--- config.mk ---
export PLATFORM = sky130hd
export DESIGN_NAME = muldiv_sequencer
export DESIGN_NICKNAME = d
export VERILOG_FILES = /design/src/rtl/muldiv_sequencer.sv
export SDC_FILE = /design/constraint.sdc
export NUM_CORES = 1
export LEC_CHECK = 0
export CELL_PAD_IN_SITES_DETAIL_PLACEMENT = 0
export CELL_PAD_IN_SITES_GLOBAL_PLACEMENT = 2
export CORE_MARGIN = 2
export CORE_UTILIZATION = 29
export CTS_BUF_LIST = sky130_fd_sc_hd__clkbuf_8
export CTS_CLUSTER_DIAMETER = 40
export DETAILED_ROUTE_END_ITERATION = 6
export PLACE_DENSITY_LB_ADDON = 0.08
export SYNTH_ARGS = -nofsm -noshare
export SYNTH_HDL_FRONTEND = slang
export SYNTH_SLANG_ARGS = --single-unit
--- constraint.sdc ---
create_clock -name clk -period 3.5 [get_ports clk]
set_input_delay 0.7 -clock clk [delete_from_list [all_inputs] [get_ports clk]]
set_output_delay 0.7 -clock clk [all_outputs]
set_load 0.005 [all_outputs]
--- src/rtl/muldiv_sequencer.sv ---
// Multi-cycle 32x32 multiply / 32/32 divide sequencer that borrows the core ALU for one add/sub per iteration.
// Optional signed operation is enabled by defining MULDIV_SIGNED_EN (adds the sgn port and a FIX cycle).
module muldiv_sequencer #(
    parameter int ITER = 32,
    parameter int CNTW = 5
) (
    input  logic        clk,
    input  logic        reset,
    input  logic        start,
    input  logic        op,
`ifdef MULDIV_SIGNED_EN
    input  logic        sgn,
`endif
    input  logic [31:0] a,
    input  logic [31:0] b,
    output logic        busy,
    output logic        done,
    output logic [31:0] hi,
    output logic [31:0] lo,
    output logic        div_by_zero,
    output logic        alu_req,
    output logic [31:0] alu_srca,
    output logic [31:0] alu_srcb,
    output logic [2:0]  alu_control,
    input  logic [31:0] alu_result
);

    localparam logic [2:0] ALU_ADD = 3'b010;
    localparam logic [2:0] ALU_SUB = 3'b110;

`ifdef MULDIV_SIGNED_EN
    typedef enum logic [1:0] {S_IDLE = 2'd0, S_ITER = 2'd1, S_DONE = 2'd2, S_FIX = 2'd3} state_t;
`else
    typedef enum logic [1:0] {S_IDLE = 2'd0, S_ITER = 2'd1, S_DONE = 2'd2} state_t;
`endif

    // Handshake: start is only looked at in IDLE (no queuing); busy is high while an
    // operation is in flight; done pulses one cycle and hi/lo/div_by_zero are valid from then on.
    state_t          state;
    logic [CNTW-1:0] cnt;
    logic [31:0]     p;
    logic [31:0]     m;
    logic [31:0]     opnd;
    logic            op_q;
    logic [31:0]     a_in;
    logic [31:0]     b_in;
    logic [31:0]     p_nxt;
    logic [31:0]     m_nxt;
    logic [31:0]     sh;
    logic            carry;
    logic            take;

`ifdef MULDIV_SIGNED_EN
    logic neg_q;
    logic rneg_q;
    assign a_in = (sgn && a[31]) ? (32'd0 - a) : a;
    assign b_in = (sgn && b[31]) ? (32'd0 - b) : b;
`else
    assign a_in = a;
    assign b_in = b;
`endif

    // p/m hold P/M while multiplying and R/Q while dividing.
    assign sh    = {p[30:0], m[31]};
    assign carry = (alu_result < p);
    assign take  = p[31] || (sh >= opnd);

    always_comb begin
        p_nxt = p;
        m_nxt = m;
        if (!op_q) begin
            p_nxt = {carry, alu_result[31:1]};
            m_nxt = {alu_result[0], m[31:1]};
        end else if (take) begin
            p_nxt = alu_result;
            m_nxt = {m[30:0], 1'b1};
        end else begin
            p_nxt = sh;
            m_nxt = {m[30:0], 1'b0};
        end
    end

    always_comb begin
        alu_srca    = '0;
        alu_srcb    = '0;
        alu_control = ALU_ADD;
        if (state == S_ITER) begin
            if (!op_q) begin
                alu_srca = p;
                alu_srcb = m[0] ? opnd : 32'd0;
            end else begin
                alu_srca    = sh;
                alu_srcb    = opnd;
                alu_control = ALU_SUB;
            end
        end
    end

    always_ff @(posedge clk) begin
        if (reset) begin
            state       <= S_IDLE;
            cnt         <= '0;
            p           <= '0;
            m           <= '0;
            opnd        <= '0;
            op_q        <= 1'b0;
            busy        <= 1'b0;
            done        <= 1'b0;
            alu_req     <= 1'b0;
            div_by_zero <= 1'b0;
            hi          <= '0;
            lo          <= '0;
`ifdef MULDIV_SIGNED_EN
            neg_q       <= 1'b0;
            rneg_q      <= 1'b0;
`endif
        end else begin
            done <= 1'b0;
            case (state)
                S_IDLE: begin
                    if (start) begin
                        op_q <= op;
                        cnt  <= '0;
                        if (op && (b == 32'd0)) begin
                            state       <= S_DONE;
                            done        <= 1'b1;
                            hi          <= a;
                            lo          <= '1;
                            div_by_zero <= 1'b1;
                        end else begin
                            state       <= S_ITER;
                            busy        <= 1'b1;
                            alu_req     <= 1'b1;
                            div_by_zero <= 1'b0;
                            p           <= '0;
                            m           <= op ? a_in : b_in;
                            opnd        <= op ? b_in : a_in;
`ifdef MULDIV_SIGNED_EN
                            neg_q       <= sgn && (a[31] ^ b[31]);
                            rneg_q      <= sgn && a[31];
`endif
                        end
                    end
                end
                S_ITER: begin
                    p   <= p_nxt;
                    m   <= m_nxt;
                    cnt <= cnt + CNTW'(1);
                    if (cnt == CNTW'(ITER - 1)) begin
                        alu_req <= 1'b0;
`ifdef MULDIV_SIGNED_EN
                        state   <= S_FIX;
`else
                        busy    <= 1'b0;
                        done    <= 1'b1;
                        hi      <= p_nxt;
                        lo      <= m_nxt;
                        state   <= S_DONE;
`endif
                    end
                end
`ifdef MULDIV_SIGNED_EN
                S_FIX: begin
                    busy  <= 1'b0;
                    done  <= 1'b1;
                    state <= S_DONE;
                    if (!op_q) begin
                        {hi, lo} <= neg_q ? (64'd0 - {p, m}) : {p, m};
                    end else begin
                        lo <= neg_q ? (32'd0 - m) : m;
                        hi <= rneg_q ? (32'd0 - p) : p;
                    end
                end
`endif
                S_DONE: begin
                    state <= S_IDLE;
                end
                default: begin
                    state <= S_IDLE;
                end
            endcase
        end
    end

endmodule
# After elaboration in Yosys (flattened, before gate mapping)
# Cells that the tools add are included.
# op_classes
n_mux	41
order_cmp	2
reduce_logical	12
n_eq_ne	6
add_sub_neg	1
bitwise_logic	1
# ops
operator	count
$mux 32	20
$pmux 32 s2	4
$ge 32x32->1	1
$logic_not 32->1	1
$lt 32x32->1	1
$pmux 5 s2	1
$reduce_and 4->1	2
$mux 1	7
$mux 2	3
$mux 3	2
$ne 2x2->1 const B	3
$reduce_and 2->1	3
$reduce_and 3->1	2
$add 5x1->5 const B	1
$eq 5x5->1 const B	1
$mux 5	1
$pmux 1 s2	2
$pmux 2 s2	1
$eq 2x1->1 const B	1
$logic_not 2->1	1
$ne 2x1->1 const B	1
$reduce_bool 2->1	1
$logic_and 1x1->1	1
$logic_or 1x1->1	1
$not 1->1	1
# totals
out_inout_bits	135
elab_cells	74
in_bits	100
regBits	171

# Depth between registers and ports, before layout
# Gate-level depths: netlist (run 1).
# depth
word_depth	6
depth_mapped	11
depth_no_buf	10

# Worst setup path after synthesis (run 1)
# Ideal clock, no wire load.
# synth_path
kind	register -> register
startpoint	register m[31]
endpoint	register hi[10]
period_less_slack_ps	2550
required_ps	3411
path_buffers	1
path_stages_with_launch	12
path_slack_ps	950
setup_ps	89
arrival_time_ps	2461
path_cell_list	dfxtp_1 > inv_1 > ha_1 > nand2b_4 > a2111o_1 > a32oi_1 > a21oi_1 > a21oi_4 > buf_12 > mux2i_1 > a21o_1 > a311oi_2
# synth_between
elab_chain_cells	6
# synth_lines
element	line_no	source
from (decl)	42	logic [31:0] m;
from (signal assigned)	136	m <= op ? a_in : b_in;
from (signal assigned)	147	m <= m_nxt;
$ge 32x32->1	66	assign take = p[31] || (sh >= opnd);
$logic_or 1x1->1	66	
$mux 32	74	end else if (take) begin
$mux 32	71	if (!op_q) begin
$mux 32	149	if (cnt == CNTW'(ITER - 1)) begin
$pmux 32 s2	119	case (state)
to (signal assigned)	156	hi <= p_nxt;
to (decl)	18	output logic [31:0] hi,
# No other way between the ends. The select of a mux whose other input is x is not followed.
# A chain may end at the register's enable or synchronous reset.

# Worst setup path after layout (run 1)
# layout_path
startpoint	register state[1]
endpoint	output port alu_srca[0]
# layout_between
elab_chain_cells	2
# layout_lines
element	line_no	source
from (decl)	39	state_t state;
from (signal assigned)	101	state <= S_IDLE;
from (signal assigned)	125	state <= S_DONE;
from (signal assigned)	131	state <= S_ITER;
$eq 2x1->1	87	if (state == S_ITER) begin
$mux 32	87	
to (decl)	22	output logic [31:0] alu_srca,
# No other way between the ends.

==> results by group, run 1 <==
Status
  – Status: complete, no violations

Clock network
  – Clock slew at reported path FFs: 0.10 ns
  – CTS tree: done
  – Clk buf depth: 2
  – TritonCTS buffer count: 17
  – H-tree depth: 4
  – Hold Buf Count CTS: 0
  – Worst-Skew Late Latency: 0.46 ns
  – Clock sink total: 171
  – Postcts setup bufs: 0
  – Post-cts repair resize count: 0
  – Root Driver: clkbuf_8

Cells and area
  – Fillcell total: 3689
  – Nets: 1619
  – Area of the multi-input gates: 6380 µm²
  – Layout cells sized above 1: 8.45%
  – Syn-to-layout area delta: 31.7%
  – Sequential cell area: 3430 µm²

Setup path
  – Critical Path AT: 2.49 ns
  – Startpoint type of the worst setup path: flip-flop
  – Worst R2R End: hi[20]
  – CP Capture Type: primary output
  – Worst setup path end: alu_srca[0]
  – WP data required: 2.80 ns
  – R2r setup slk: 0.53 ns
  – Critical path peak fanout: 44
  – Crit path launch: state[1]
  – Worst reg-to-reg path cell count: 11
  – CP Class: reg2out
  – Reg2Reg Launch Point: m[31]

Logic synthesis
  – Commonest cells post-synth: 183 x nor2_1, 171 x dfxtp_1, 130 x a211oi_1
  – Synthesized Nets: 1425
  – Synth top area cells: dfxtp_1 32%, mux2i_1 12%, a211oi_1 9.2%
  – Synthesized instance count: 1260
  – Mean Syn Cell Area: 8.38 µm²
  – Seq/Total Area, Yosys: 32.4%
  – Netlist cell types: 54
  – Top cell type's share of synthesized area: 32.4%
  – Post-synth EDFFs: 0
  – Number of synthesized register bits: 171
  – Count leader, synth: nor2_1
  – Ys flop type: dfxtp_1
  – Yosys warns: 0
  – Synth async-reset ratio: 0%
  – Post-synthesis instance area: 10600 µm²
  – Area leader, netlist: dfxtp_1

Global route
  – Total Routing Usage GR: 20.4%
  – Vias in the first global route: 9397
  – Total grt overflow: 0
  – Initial antenna violation count: 2
  – Pin count of the biggest net entering global routing: 71
  – First-pass GRT wire length: 59200 µm

Floorplan
  – Die H: 195 µm
  – CORE AREA: 35700 µm²
  – DIE AREA: 38000 µm²
  – Num rows: 69
  – Die W: 195 µm
  – Starting Density: 29.5%
  – IO Count: 235

Power and ir drop
  – Cell-internal power: 3.26 mW
  – Power share of the combinational group: 26.3%
  – Max VDD drop: 191 µV
  – Power share of the sequential group: 43.9%
  – PD cells: 349 nW/µm²
  – Leakage: 5.17 nW
  – Switching pwr: 1.60 mW
  – Clk pwr share: 29.9%
  – Switching power share of the total: 32.9%

Placed design
  – Post-DP HPWL: 30200 µm
  – GP Congestion: 0.832
  – Port bufs: 232
  – DP Worst Slack: -0.0521 ns

Hold path
  – Hold crit path type: reg2reg
  – Hold path startpoint: m[0]

Flow run
  – Max-cap viol count: 0

STA
  – Fmax: 313 MHz
  – Max Slew Vio Count: 0
  – Post-route minimum period: 3.19 ns
  – Slew HR: 50.2%
  – Final hold violations: 0
  – Final setup fails: 0
  – Worst hold slack: 0.491 ns
  – Unrepaired setup endpoints after global routing: no
  – Clock Skews: 0.0185 ns
  – Final worst-path cycle share: 91.3%
  – Worst-Margin Slew: 0.745 ns
  – Final setup margin: 0.306 ns

Routing
  – Via count: 9623
  – Post-route ant nets: 0
  – Routed wire per std cell: 20.2 µm
  – DRT Pass-1 Iters: 5
  – Total Wirelength: 39000 µm
  – Drt via density: 4.99
  – Iter 0 DRT Violations: 641
  – Detailed-route DRC error count: 0
## metal layers
layer	up-vias	track usage [%]	wire, µm
met2	186	31.8	17500
met5	-	0	0
met4	0	3.28	230
met1	4508	30.2	19900
li1	4920	-	-
met3	9	2.95	1390
## layout by cell type, fill, tap and decap left out, types with 29 or more instances in the layout
cell type and count:
mux2i_1 128, clkdlybuf4s50_1 230, nand2_1 80, dfxtp_1 170
inv_1 70, a21o_1 41, nor2_1 181, nor3_1 34
a311oi_2 29, a21oi_1 85, o21ai_0 40, a211oi_1 130
and2_1 29, buf_4 34, ha_1 65
## logic make-up (layout without fill, tap and decap cells)
family | count (synthesis) | in the layout | synth area share, %
AND/OR/NAND/NOR | 366 | 366 | 15.3
AO/OA/AOI/OAI | 353 | 353 | 24.6
buffers and inverters | 173 | 380 | 7.56
flip-flops | 171 | 171 | 32.4
multiplexers | 130 | 130 | 12.3
adder cells (fa/ha/maj) | 65 | 65 | 7.70
other | 2 | 3 | 0.0711
## final cells by class
class                   count  area share (%)
repair buffers            281            20.8
multi-input cells         916            45.8
clock inverters            13           0.917
flip-flops and latches    171            24.6
well taps                 461            4.15
clock buffers              19            1.88
inverters                  67            1.81
diodes                      1          0.0180
## sequential cells by signal (all words and copies together) (netlist names)
name,cells
state,2
cnt,5
op_q,1
p,32
m,32
lo,32
done,1
div_by_zero,1
alu_req,1
hi,32
opnd,32
## critical path, stage by stage, from the launching register on
cell and delay (ns):
dfxtp_1 0.58, nand2b_4 0.39, buf_12 0.27, buf_4 0.23, nor2_1 0.06, clkdlybuf4s50_1 0.46
## stage by stage
stage	power (mW)	TNS, ns	cell area, µm²	util, %	cells
2_1_floorplan	2.97	0	10600	-	1260
6_report	4.85	0	13900	38.9	1929
4_1_cts	4.93	0	13900	38.9	1928
5_1_grt	5.12	0	13900	38.9	1929
3_3_place_gp	3.46	0	13500	37.8	1896
3_5_place_dp	3.46	-0.160	13500	37.8	1896
## how the worst min path moves through the flow
stage	endpoint	slack (ns)	depth (start not counted)
floorplan	m[0]	0.44	2
global placement	m[0]	0.47	2
detailed placement	m[0]	0.48	2
CTS	m[0]	0.49	2
global route	opnd[26]	0.51	2
finish	m[0]	0.49	2
## power groups by stage
stage,combinational [mW],clock (mW),sequential [mW]
global route,1.41,1.57,2.15
finish,1.27,1.45,2.13
detailed placement,1.28,0,2.18
global placement,1.28,0,2.18
CTS,1.29,1.51,2.13
floorplan,0.828,0,2.14
Power figures use the tool's default switching activity.
==> run 2, diff against run 1 <==
MAX_ROUTING_LAYER = met4   (was default)
==> run 2 against run 1 <==
Setup slack improved by 0.019 ns. Sequential share of layout area barely moved. Largest cell class unchanged. Clock skew rose by 0.00068 ns. Sequential power barely moved. Non-clock buffer count did not move. Largest power group unchanged. Final cell count barely moved.
==> results by group, run 2 (synthesis results as in run 1) <==
Setup path
  – CP Class: reg2out
  – CP Capture Type: primary output
  – Startpoint type of the worst setup path: flip-flop
  – WP data required: 2.80 ns (about the same)
  – Critical Path AT: 2.47 ns (-0.02 ns)
  – Critical path peak fanout: 44 (unchanged)

Cells and area
  – Syn-to-layout area delta: 31.8% (about the same)
  – Sequential cell area: 3430 µm² (unchanged)
  – Most frequent cells in the layout: 230 x clkdlybuf4s50_1, 181 x nor2_1, 170 x dfxtp_1, 130 x a211oi_1, 128 x mux2i_1
  – Area of the multi-input gates: 6380 µm² (unchanged)
  – Fin area: 13900 µm² (about the same)
  – Non-filler instance count after layout: 1930 (+0.052%)
  – Nets: 1619 (unchanged)
  – Fillcell total: 3688 (-0.027%)
  – Commonest non-fill, non-tap cell in the layout: clkdlybuf4s50_1
  – Util after Layout: 38.9% (about the same)
  – Layout cells sized above 1: 8.45% (unchanged)

Placed design
  – GP Congestion: 0.845 (+1.6%)
  – Post-DP HPWL: 30200 µm (unchanged)
  – Placed inst area: 13500 µm² (unchanged)
  – DP Worst Slack: -0.0521 ns (unchanged)
  – Placed cell count: 1896 (unchanged)
  – Port bufs: 232 (unchanged)

STA
  – Worst-Margin Slew: 0.812 ns (+0.0664 ns)
  – Worst hold slack: 0.491 ns (+0.000302 ns)
  – Fmax: 315 MHz (+0.60%)
  – Final setup TNS: 0 ns (unchanged)
  – Clock Skews: 0.0192 ns (+0.000678 ns)
  – Final hold violations: 0 (unchanged)
  – Slew HR: 45.4% (-4.8 points)
  – Max Slew Vio Count: 0 (unchanged)
  – Unrepaired setup endpoints after global routing: no
  – Post-route minimum period: 3.17 ns (-0.0190 ns)
  – Final setup margin: 0.325 ns (+0.0190 ns)
  – Final worst-path cycle share: 90.7% (-0.54 points)
  – Final setup fails: 0 (unchanged)

Global route
  – Total Routing Usage GR: 21.1% (+0.63 points)
  – First-pass GRT wire length: 59300 µm (about the same)
  – Initial antenna violation count: 2 (unchanged)
  – Total grt overflow: 0 (unchanged)
  – Pin count of the biggest net entering global routing: 71 (unchanged)
  – Vias in the first global route: 9386 (-0.12%)

Floorplan
  – Die W: 195 µm (unchanged)
  – IO Count: 235 (unchanged)
  – Die H: 195 µm (unchanged)
  – Starting Density: 29.5% (unchanged)
  – CORE AREA: 35700 µm² (unchanged)
  – DIE AREA: 38000 µm² (unchanged)
  – Num rows: 69 (unchanged)

Routing
  – Routed wire per std cell: 20.2 µm (about the same)
  – Drt via density: 4.97 (-0.34%)
  – DRT Pass-1 Iters: 7 (+2)
  – Iter 0 DRT Violations: 708 (+10%)
  – Post-route ant nets: 0 (unchanged)
  – Via count: 9595 (-0.29%)
  – Total Wirelength: 39000 µm (about the same)
  – Detailed-route DRC error count: 0 (unchanged)

Clock network
  – H-tree depth: 4 (unchanged)
  – Clk buf depth: 2 (unchanged)
  – Clock slew at reported path FFs: 0.10 ns (about the same)
  – Root Driver: clkbuf_8
  – TritonCTS buffer count: 17 (unchanged)
  – Clock sink total: 171 (unchanged)
  – Postcts setup bufs: 0 (unchanged)
  – Hold Buf Count CTS: 0 (unchanged)
  – Post-cts repair resize count: 0 (unchanged)
  – CTS tree: done
  – Worst-Skew Late Latency: 0.47 ns (about the same)

Power and ir drop
  – PD cells: 349 nW/µm² (about the same)
  – Switching pwr: 1.60 mW (about the same)
  – Switching power share of the total: 32.9% (about the same)
  – Power Total: 4.85 mW (about the same)
  – Max VDD drop: 192 µV (+0.14%)
  – Cell-internal power: 3.26 mW (about the same)
  – Power share of the combinational group: 26.3% (about the same)
  – Leakage: 5.17 nW (unchanged)
  – Power share of the sequential group: 43.9% (about the same)
  – Clk pwr share: 29.8% (about the same)

Status
  – Status: complete, no violations

Flow run
  – Max-cap viol count: 0 (unchanged)

Hold path
  – Hold crit path type: reg2reg
## run 2: changes by cell type in the layout (fill, tap and decap cells not counted)
cell / change
diode_2: +1
## run 2: layout make-up
type	count	area share, %
multi-input combinational	916	45.8
sequential	171	24.6
tap	461	4.15
clock buffer	19	1.88
timing repair buffer	281	20.8
inverter	67	1.81
clock inverter	13	0.917
antenna	2	0.0360
## run 2: final timing paths
path            start     endpoint  slack, ns  cells past startpoint
min reg2reg      m[0]         m[0]       0.49                      2
max reg2reg     m[31]       hi[20]       0.52                     11
max          state[1]  alu_srca[0]       0.33                      5
min              m[0]         m[0]       0.49                      2
## run 2: critical path: stages (launching register included)
cell and delay, ns:
dfxtp_1 0.57, nand2b_4 0.39, buf_12 0.26, buf_4 0.23
nor2_1 0.06, clkdlybuf4s50_1 0.46
## run 2: metal layers
layer	share of wire, %	global-route usage [%]
met1	51	30.3
met5	0	-
met3	3.4	2.85
met2	45	31.8
met4	0.53	3.28
## run 2: power groups by stage
stage | Combinational, mW | Clock [mW] | Sequential [mW]
floorplan | 0.828 | 0 | 2.14
global placement | 1.28 | 0 | 2.18
detailed placement | 1.28 | 0 | 2.18
CTS | 1.29 | 1.51 | 2.13
global route | 1.41 | 1.57 | 2.15
finish | 1.28 | 1.45 | 2.13
==> run 3, diff against run 2 <==
==> constraint.sdc (replaced) <==
create_clock -name clk -period 3.5 [get_ports clk]
set_input_delay 0.525 -clock clk [delete_from_list [all_inputs] [get_ports clk]]
set_output_delay 0.525 -clock clk [all_outputs]
set_load 0.005 [all_outputs]
==> run 3 against run 2 <==
Sequential share of layout area is 0.13 points higher. Critical path depth is 1 lower. Critical path type unchanged. Routed wire length is 0.26% higher. Global-route usage hardly changed. Critical endpoint is now alu_srcb[5]. Design area is 0.53% lower. First-iteration DRC count is 30% lower. Final cell count is 0.31% lower. Clock skew is 0.0021 ns higher.
==> results by group, run 3 (synthesis results as in run 1) <==
STA
  – Fmax: 318 MHz (+1.1%)
  – Final setup margin: 0.359 ns (+0.0343 ns)
  – Unrepaired setup endpoints after global routing: no
  – Final setup TNS: 0 ns (unchanged)
  – Post-route minimum period: 3.14 ns (-0.0343 ns)
  – Final worst-path cycle share: 89.7% (-0.98 points)
  – Clock Skews: 0.0213 ns (+0.00214 ns)
  – Final hold violations: 0 (unchanged)
  – Final setup fails: 0 (unchanged)
  – Max Slew Vio Count: 0 (unchanged)
  – Worst-Margin Slew: 1.00 ns (+0.188 ns)
  – Slew HR: 33.4% (-12 points)

Placed design
  – Placed cell count: 1886 (-0.53%)
  – DP Worst Slack: 0.0830 ns (+0.135 ns)
  – Port bufs: 232 (unchanged)
  – GP Congestion: 0.828 (-2.1%)
  – Post-DP HPWL: 29700 µm (-1.4%)

Routing
  – Routed wire per std cell: 20.3 µm (+0.58%)
  – DRT Pass-1 Iters: 5 (-2)
  – Post-route ant nets: 0 (unchanged)
  – Total Wirelength: 39100 µm (+0.26%)
  – Detailed-route DRC error count: 0 (unchanged)
  – Drt via density: 5.01 (+0.76%)
  – Iter 0 DRT Violations: 498 (-30%)
  – Via count: 9638 (+0.45%)

Clock network
  – Root Driver: clkbuf_8
  – Clock slew at reported path FFs: 0.09 ns (about the same)
  – Post-cts repair resize count: 0 (unchanged)
  – H-tree depth: 4 (unchanged)
  – Postcts setup bufs: 0 (unchanged)
  – TritonCTS buffer count: 17 (unchanged)
  – Worst-Skew Late Latency: 0.48 ns (about the same)
  – Clk buf depth: 2 (unchanged)
  – Clock sink total: 171 (unchanged)
  – CTS tree: done
  – Hold Buf Count CTS: 0 (unchanged)

Setup path
  – Slowest cell on crit path: nand2b_4
  – Critical path peak fanout: 52 (+18%)
  – WP data required: 2.97 ns (+0.17 ns)
  – Startpoint type of the worst setup path: flip-flop
  – Slowest stage delay, CP: 0.67 ns (+0.10 ns)
  – CP Class: reg2out
  – Critical-path cell list: nand2b_4, buf_4, nor3_1, clkdlybuf4s50_1
  – Critical Path AT: 2.62 ns (+0.15 ns)
  – CP Capture Type: primary output

Floorplan
  – CORE AREA: 35700 µm² (unchanged)
  – Num rows: 69 (unchanged)
  – Starting Density: 29.5% (unchanged)
  – IO Count: 235 (unchanged)
  – Die W: 195 µm (unchanged)
  – DIE AREA: 38000 µm² (unchanged)
  – Die H: 195 µm (unchanged)

Power and ir drop
  – Power Total: 5.01 mW (+3.3%)
  – Max VDD drop: 270 µV (+41%)
  – Leakage: 5.11 nW (-1.2%)
  – PD cells: 362 nW/µm² (+3.8%)

Global route
  – First-pass GRT wire length: 59100 µm (-0.27%)
  – Initial antenna violation count: 6 (+4)
  – Vias in the first global route: 9328 (-0.62%)
  – Pin count of the biggest net entering global routing: 130 (+83%)
  – Total grt overflow: 0 (unchanged)
  – Total Routing Usage GR: 21.1% (about the same)

Cells and area
  – Layout cells sized above 1: 8.03% (-0.42 points)
  – Most frequent cells in the layout: 230 x clkdlybuf4s50_1, 181 x nor2_1, 170 x dfxtp_1, 130 x a211oi_1, 128 x mux2i_1
  – Syn-to-layout area delta: 31.1%
  – Nets: 1609 (-0.62%)
  – Commonest non-fill, non-tap cell in the layout: clkdlybuf4s50_1
  – Util after Layout: 38.7% (-0.21 points)
  – Non-filler instance count after layout: 1924 (-0.31%)

Hold path
  – Hold crit path type: reg2reg

Status
  – Status: complete, no violations

Flow run
  – Max-cap viol count: 0 (unchanged)
run 3: layer usage:
| layer | vias up | global-route usage (%) | wire [µm] |
|---|---|---|---|
| met3 | 21 | 2.93 | 1060 |
| met1 | 4543 | 30.5 | 20200 |
| li1 | 4916 | - | - |
| met4 | 0 | 4.38 | 459 |
| met2 | 158 | 31.1 | 17400 |
| met5 | - | - | 0 |
run 3: path summary, 6_finish.rpt:
kind / slack [ns] / depth (start not counted) / end / start
worst max-delay path: 0.36 / 4 / alu_srcb[5] / state[1]
worst min-delay path: 0.50 / 2 / lo[3] / lo[3]
worst max register to register: 0.48 / 11 / hi[19] / m[31]
worst min register to register: 0.50 / 2 / lo[3] / lo[3]
run 3: area by class of cell:
cell class / count / area [µm²]
Timing Repair Buffer: 271 / 2750
Multi-Input combinational cell: 916 / 6380
Antenna cell: 6 / 15.0
Clock inverter: 15 / 209
Clock buffer: 17 / 234
Fill cell: 3769 / 21900
Tap cell: 461 / 577
Sequential cell: 171 / 3430
Inverter: 67 / 251
run 3: report_power, final:
part | switching (mW) | total (mW) | internal, mW | leakage [nW]
combinational | 0.727 | 1.27 | 0.539 | 3.50
clock | 0.831 | 1.62 | 0.791 | 0.214
sequential | 0.0865 | 2.12 | 2.04 | 1.40
total | 1.64 | 5.01 | 3.37 | 5.11
run 3: metrics by stage:
step                instance area [µm²]  hold slack, ns
floorplan                         10600           0.440
global placement                  13400           0.474
detailed placement                13400           0.488
CTS                               13800           0.500
global route                      13800           0.517
finish                            13800           0.501
run 3: critical path, delay by kind of cell, from the launching register on:
family / cells / cell delay (ns)
flip-flops: 1 / 0.57
buffers and inverters: 2 / 0.81
AND/OR/NAND/NOR: 2 / 0.74
